<file path="src/rtl/tl45_operand_fetch.sv">
// tl45 operand-fetch stage: DPRF read addressing, prioritised forwarding, immediate select, output buffer.
// Define TL45_LOADUSE_INTERLOCK_EN to enable the load-use interlock, bubble injection and hazard counter.
module tl45_operand_fetch #(
   parameter int unsigned XLEN        = 32,
   parameter int unsigned RAW         = 4,
   parameter int unsigned NFWD        = 2,
   parameter logic [15:0] IMM_OP_MASK = 16'h0004
) (
   input  logic                 i_clk,
   input  logic                 i_reset,
   input  logic                 i_pipe_stall,
   input  logic                 i_pipe_flush,
   output logic                 o_pipe_stall,
   output logic                 o_pipe_flush,
   input  logic                 i_valid,
   input  logic [31:0]          i_pc,
   input  logic [3:0]           i_opcode,
   input  logic                 i_skp_mode,
   input  logic [RAW-1:0]       i_dr,
   input  logic [RAW-1:0]       i_sr1,
   input  logic [RAW-1:0]       i_sr2,
   input  logic [XLEN-1:0]      i_imm32,
   output logic [RAW-1:0]       o_dprf_read_a1,
   output logic [RAW-1:0]       o_dprf_read_a2,
   input  logic [XLEN-1:0]      i_dprf_d1,
   input  logic [XLEN-1:0]      i_dprf_d2,
   input  logic [NFWD*RAW-1:0]  i_fwd_reg,
   input  logic [NFWD*XLEN-1:0] i_fwd_data,
   input  logic [NFWD-1:0]      i_fwd_pending,
   output logic                 o_valid,
   output logic [31:0]          o_pc,
   output logic [3:0]           o_opcode,
   output logic [RAW-1:0]       o_dr,
   output logic                 o_skp_mode,
   output logic [XLEN-1:0]      o_sr1_val,
   output logic [XLEN-1:0]      o_sr2_val,
   output logic [XLEN-1:0]      o_target_address,
   output logic                 o_hazard,
   output logic [15:0]          o_hazard_cycles
);

   logic [XLEN-1:0] sr1_val, sr2_fwd_val, sr2_val;
   logic            sr1_pend, sr2_pend, sr2_imm, hazard;

   assign o_dprf_read_a1 = i_sr1;
   assign o_dprf_read_a2 = i_sr2;
   assign o_pipe_flush   = i_pipe_flush;

   always_comb begin
      sr1_val     = i_dprf_d1;
      sr1_pend    = 1'b0;
      sr2_fwd_val = i_dprf_d2;
      sr2_pend    = 1'b0;
      // Walk from lowest priority upward so the youngest matching bus is written last.
      for (int unsigned k = 0; k < NFWD; k++) begin
         if (i_fwd_reg[(NFWD-1-k)*RAW +: RAW] == i_sr1) begin
            sr1_val  = i_fwd_data[(NFWD-1-k)*XLEN +: XLEN];
            sr1_pend = i_fwd_pending[NFWD-1-k];
         end
         if (i_fwd_reg[(NFWD-1-k)*RAW +: RAW] == i_sr2) begin
            sr2_fwd_val = i_fwd_data[(NFWD-1-k)*XLEN +: XLEN];
            sr2_pend    = i_fwd_pending[NFWD-1-k];
         end
      end
      if (i_sr1 == '0) begin
         sr1_val  = '0;
         sr1_pend = 1'b0;
      end
      if (i_sr2 == '0) begin
         sr2_fwd_val = '0;
         sr2_pend    = 1'b0;
      end
      sr2_imm = IMM_OP_MASK[i_opcode];
      sr2_val = sr2_imm ? i_imm32 : sr2_fwd_val;
   end

`ifdef TL45_LOADUSE_INTERLOCK_EN
   assign hazard       = i_valid && (sr1_pend || (!sr2_imm && sr2_pend));
   assign o_pipe_stall = i_pipe_stall || hazard;

   always_ff @(posedge i_clk) begin
      if (i_reset) begin
         o_hazard_cycles <= '0;
      end else if (hazard && (o_hazard_cycles != '1)) begin
         o_hazard_cycles <= o_hazard_cycles + 16'd1;
      end
   end
`else
   logic unused_pend;
   assign unused_pend     = sr1_pend ^ sr2_pend;
   assign hazard          = 1'b0;
   assign o_pipe_stall    = i_pipe_stall;
   assign o_hazard_cycles = '0;
`endif

   assign o_hazard = hazard;

   always_ff @(posedge i_clk) begin
      if (i_reset || i_pipe_flush || (!i_pipe_stall && hazard)) begin
         // Clear and bubble share the same encoding: invalid, opcode F, zeroed fields.
         o_valid          <= 1'b0;
         o_pc             <= '0;
         o_opcode         <= 4'hF;
         o_dr             <= '0;
         o_skp_mode       <= 1'b0;
         o_sr1_val        <= '0;
         o_sr2_val        <= '0;
         o_target_address <= '0;
      end else if (!i_pipe_stall) begin
         o_valid          <= i_valid;
         o_pc             <= i_pc;
         o_opcode         <= i_opcode;
         o_dr             <= i_dr;
         o_skp_mode       <= i_skp_mode;
         o_sr1_val        <= sr1_val;
         o_sr2_val        <= sr2_val;
         o_target_address <= i_imm32;
      end
   end

endmodule

</file>
<file path="config.mk">
export PLATFORM = sky130hd
export DESIGN_NAME = tl45_operand_fetch
export DESIGN_NICKNAME = d
export VERILOG_FILES = /design/src/rtl/tl45_operand_fetch.sv
export SDC_FILE = /design/constraint.sdc
export NUM_CORES = 1
export LEC_CHECK = 0
export ABC_CLOCK_PERIOD_IN_PS = 2150
export CAP_MARGIN = 20
export CORE_AREA = 2 2 153 155
export CTS_BUF_LIST = sky130_fd_sc_hd__clkbuf_4
export DETAILED_ROUTE_END_ITERATION = 12
export DIE_AREA = 0 0 155 157
export MAX_ROUTING_LAYER = met4
export PLACE_DENSITY_LB_ADDON = 0.1
export SLEW_MARGIN = 20
export SYNTH_ARGS = -nofsm -noshare
export SYNTH_HDL_FRONTEND = slang
export SYNTH_SLANG_ARGS = --single-unit
</file>
<file path="constraint.sdc">
create_clock -name i_clk -period 2.15 [get_ports i_clk]
set_input_delay 0.3225 -clock i_clk [delete_from_list [all_inputs] [get_ports i_clk]]
set_output_delay 0.3225 -clock i_clk [all_outputs]
set_load 0.05 [all_outputs]
</file>
==> flow_summary.toml <==
[critical_path]
cpPeakStageDelay_ns = 0.87
path_delay_family = "buffers and inverters"
critPathBufInv = 1
required_ns = 1.83
crit_slowest_cell = "clkdlybuf4s50_1"
end_kind = "primary output"
startpoint_type = "register"
critPathArrivalTime_ns = 1.73
critPathMaxFanout = 2
worstPathCellList = "clkdlybuf4s50_1"
criticalPathCategory = "reg2out"

[grt]
antenna_found_initial = 1
grt_pass1_wl_mm = 37.9
grt_pass1_vias = 6613
grt_overflow = 0
grt_max_degree = 68
grt_use_total = 0.210
grtUsageMet2 = 0.352
grtUsageMet1 = 0.240
grt_most_used_layer = "met2"
grt_use_met3 = 0.0672

[floorplanning]
die_y_um = 157
io_pins = 389
core_area_um2 = 22500
fp-row-count = 55
start_util = 0.292
die_x_um = 155
die_area_um2 = 24300

[synthesis]
synth_warnings = 0
syn_avg_cell_area_um2 = 9.53
synthCells = 689
synth_ff_type = "dfxtp_1"
async_flop_share = 0
ys_seq_area_frac = 0.421
synth_edf_count = 0
synth-seq-cells = 138
netlist_area_um2 = 6570
synth.distinct_cells = 25

[clock_tree]
cts_root_buffer = "clkbuf_4"
cts_buffer_depth = 2
worstSkewPairLatency_ns = 0.52
clk_pin_slew_ns = 0.13
postCtsSetupRepairBufs = 0
cts_max_level = 4
cts_buffers = 17
cts.sinks = 138
cts_tree = "done"

[placement]
place.gp.congestion = 0.784
dp.cells = 1323
portBuffers = 369
place_ws_ns = -0.196
hpwl_mm = 19.3

[route]
routed_via_density = 4.76
first_iter_violations = 260
drt-wirelength-per-cell_um = 18.9
via_count = 6466
wirelength_mm = 25.7
dr.pass1.iters = 4
postRouteAntennaNets = 0
drc = 0

[power_and_ir_drop]
p_seq_frac = 0.432
clock_power_share = 0.292
swShare = 0.332
p_total_mw = 6.26
powerDensity_nw_per_um2 = 562
p_sw_mw = 2.08
p_leak_nw = 4.87
power.internal_mw = 4.18
pwr-share-comb = 0.276
peakVddDrop_uv = 393

[sta]
fin_skew_ns = 0
finalSetupTns_ns = 0
fin_ws_ns = 0.0977
drv_slew = 0
setup_viol = 0
fin_crit_sh = 0.955
slew-limit-headroom = 0.605
worstMarginPinSlew_ns = 0.591
rsz0062_at_grt = "no"
finalCriticalPeriod_ns = 2.05
hold_viol_final = 0
max_freq_mhz = 487

[cells_and_area]
drive_gt1_frac = 0.116
areaGrowthSynthToFinish_pct = 69.7
multiInputGateArea_um2 = 3430
regArea_um2 = 2760
fill_cells = 2186
nNetsFinal = 1281
finalNonFillerCells = 1359
utilization = 0.495

[worst_hold_path]
min_path_type = "in2reg"

[run]
maxCapViolations = 0

[run_status]
outcome = "complete, no violations"
## synthesized netlist by cell type, types with 2 or more instances
cell      count  share of area
dfxtp_1     138           0.42
mux2i_1     106           0.16
nand2_1     102          0.058
nor2_1       72          0.041
o221ai_1     34          0.045
a21oi_1      32          0.024
a22o_1       32          0.043
nor2b_1      32          0.030
o221ai_2     30          0.069
clkbuf_1     29          0.017
buf_4        27          0.031
buf_2        22          0.017
xor2_1       12          0.016
nor4_1        4         0.0038
xnor2_1       4         0.0053
buf_6         3         0.0051
nand3b_1      2         0.0023
## power by group through the flow
stage | logic [mW] | clock network [mW] | registers (mW)
after floorplan | 0.589 | 0 | 3.10
after global placement | 1.74 | 0 | 2.76
after detailed placement | 1.74 | 0 | 2.76
after CTS | 1.75 | 1.92 | 2.71
after global routing | 1.82 | 2.01 | 2.72
final | 1.73 | 1.83 | 2.71
## through the flow
step           hold WS, ns  cell area, um^2
2_1_floorplan        0.448             6630
3_3_place_gp         0.448            10800
3_5_place_dp         0.449            10800
4_1_cts              0.114            11100
5_1_grt              0.121            11100
6_report             0.181            11100
## worst paths after layout
check / start / to / slack, ns / cells past startpoint
setup / recovery: o_target_address[23] / o_target_address[23] / 0.1 / 1
hold / removal: i_pipe_stall / o_target_address[1] / 0.18 / 3
setup reg to reg: o_sr2_val[0] / o_sr2_val[0] / 1.28 / 3
hold reg to reg: o_sr1_val[3] / o_sr1_val[3] / 0.48 / 2
## cell type report
cell class,instances,area share
clock buffers,18,0.0121
well taps,285,0.0320
clock inverters,14,0.0144
flip-flops and latches,138,0.248
multi-input cells,485,0.307
diodes,4,0.000898
repair buffers,415,0.385
## metal layers
| metal | vias to the layer above | routed length (um) |
|---|---|---|
| met1 | 3005 | 10700 |
| li1 | 3174 | - |
| met4 | 0 | 649 |
| met5 | - | 0 |
| met2 | 255 | 12400 |
| met3 | 32 | 1950 |
## cells in the final DEF, fill, tap and decap left out, types with 16 or more instances in the layout
| cell | instances |
|---|---|
| dlymetal6s2s_1 | 33 |
| clkdlybuf4s50_1 | 323 |
| o221ai_1 | 34 |
| a21oi_1 | 32 |
| nor2b_1 | 32 |
| conb_1 | 17 |
| buf_12 | 16 |
| nand2_1 | 101 |
| buf_4 | 41 |
| a22o_1 | 32 |
| clkbuf_4 | 18 |
| mux2i_1 | 106 |
| dfxtp_1 | 138 |
| nor2_1 | 71 |
| o221ai_2 | 30 |
## flip-flops by register name (all words and copies together) (netlist names)
register / count
o_sr2_val: 32
o_sr1_val: 32
o_pc: 32
o_opcode: 4
o_target_address: 32
o_skp_mode: 1
o_dr: 4
o_valid: 1
## kinds of logic after synthesis
family / count (synthesis) / synth area share
compound gates: 128 / 0.181
simple gates: 218 / 0.145
mux: 106 / 0.162
other cells: 1 / 0.000571
buf+inv: 82 / 0.0699
xor+xnor: 16 / 0.0213
flops: 138 / 0.421
## repair_timing
item / in CTS / in global routing
pin swaps: 0 / 0
hold buffers: 0 / 0
resized for setup: 1 / 33
setup endpoints to repair: 1 / 33
Note: power is estimated with default switching activity, not from simulation.
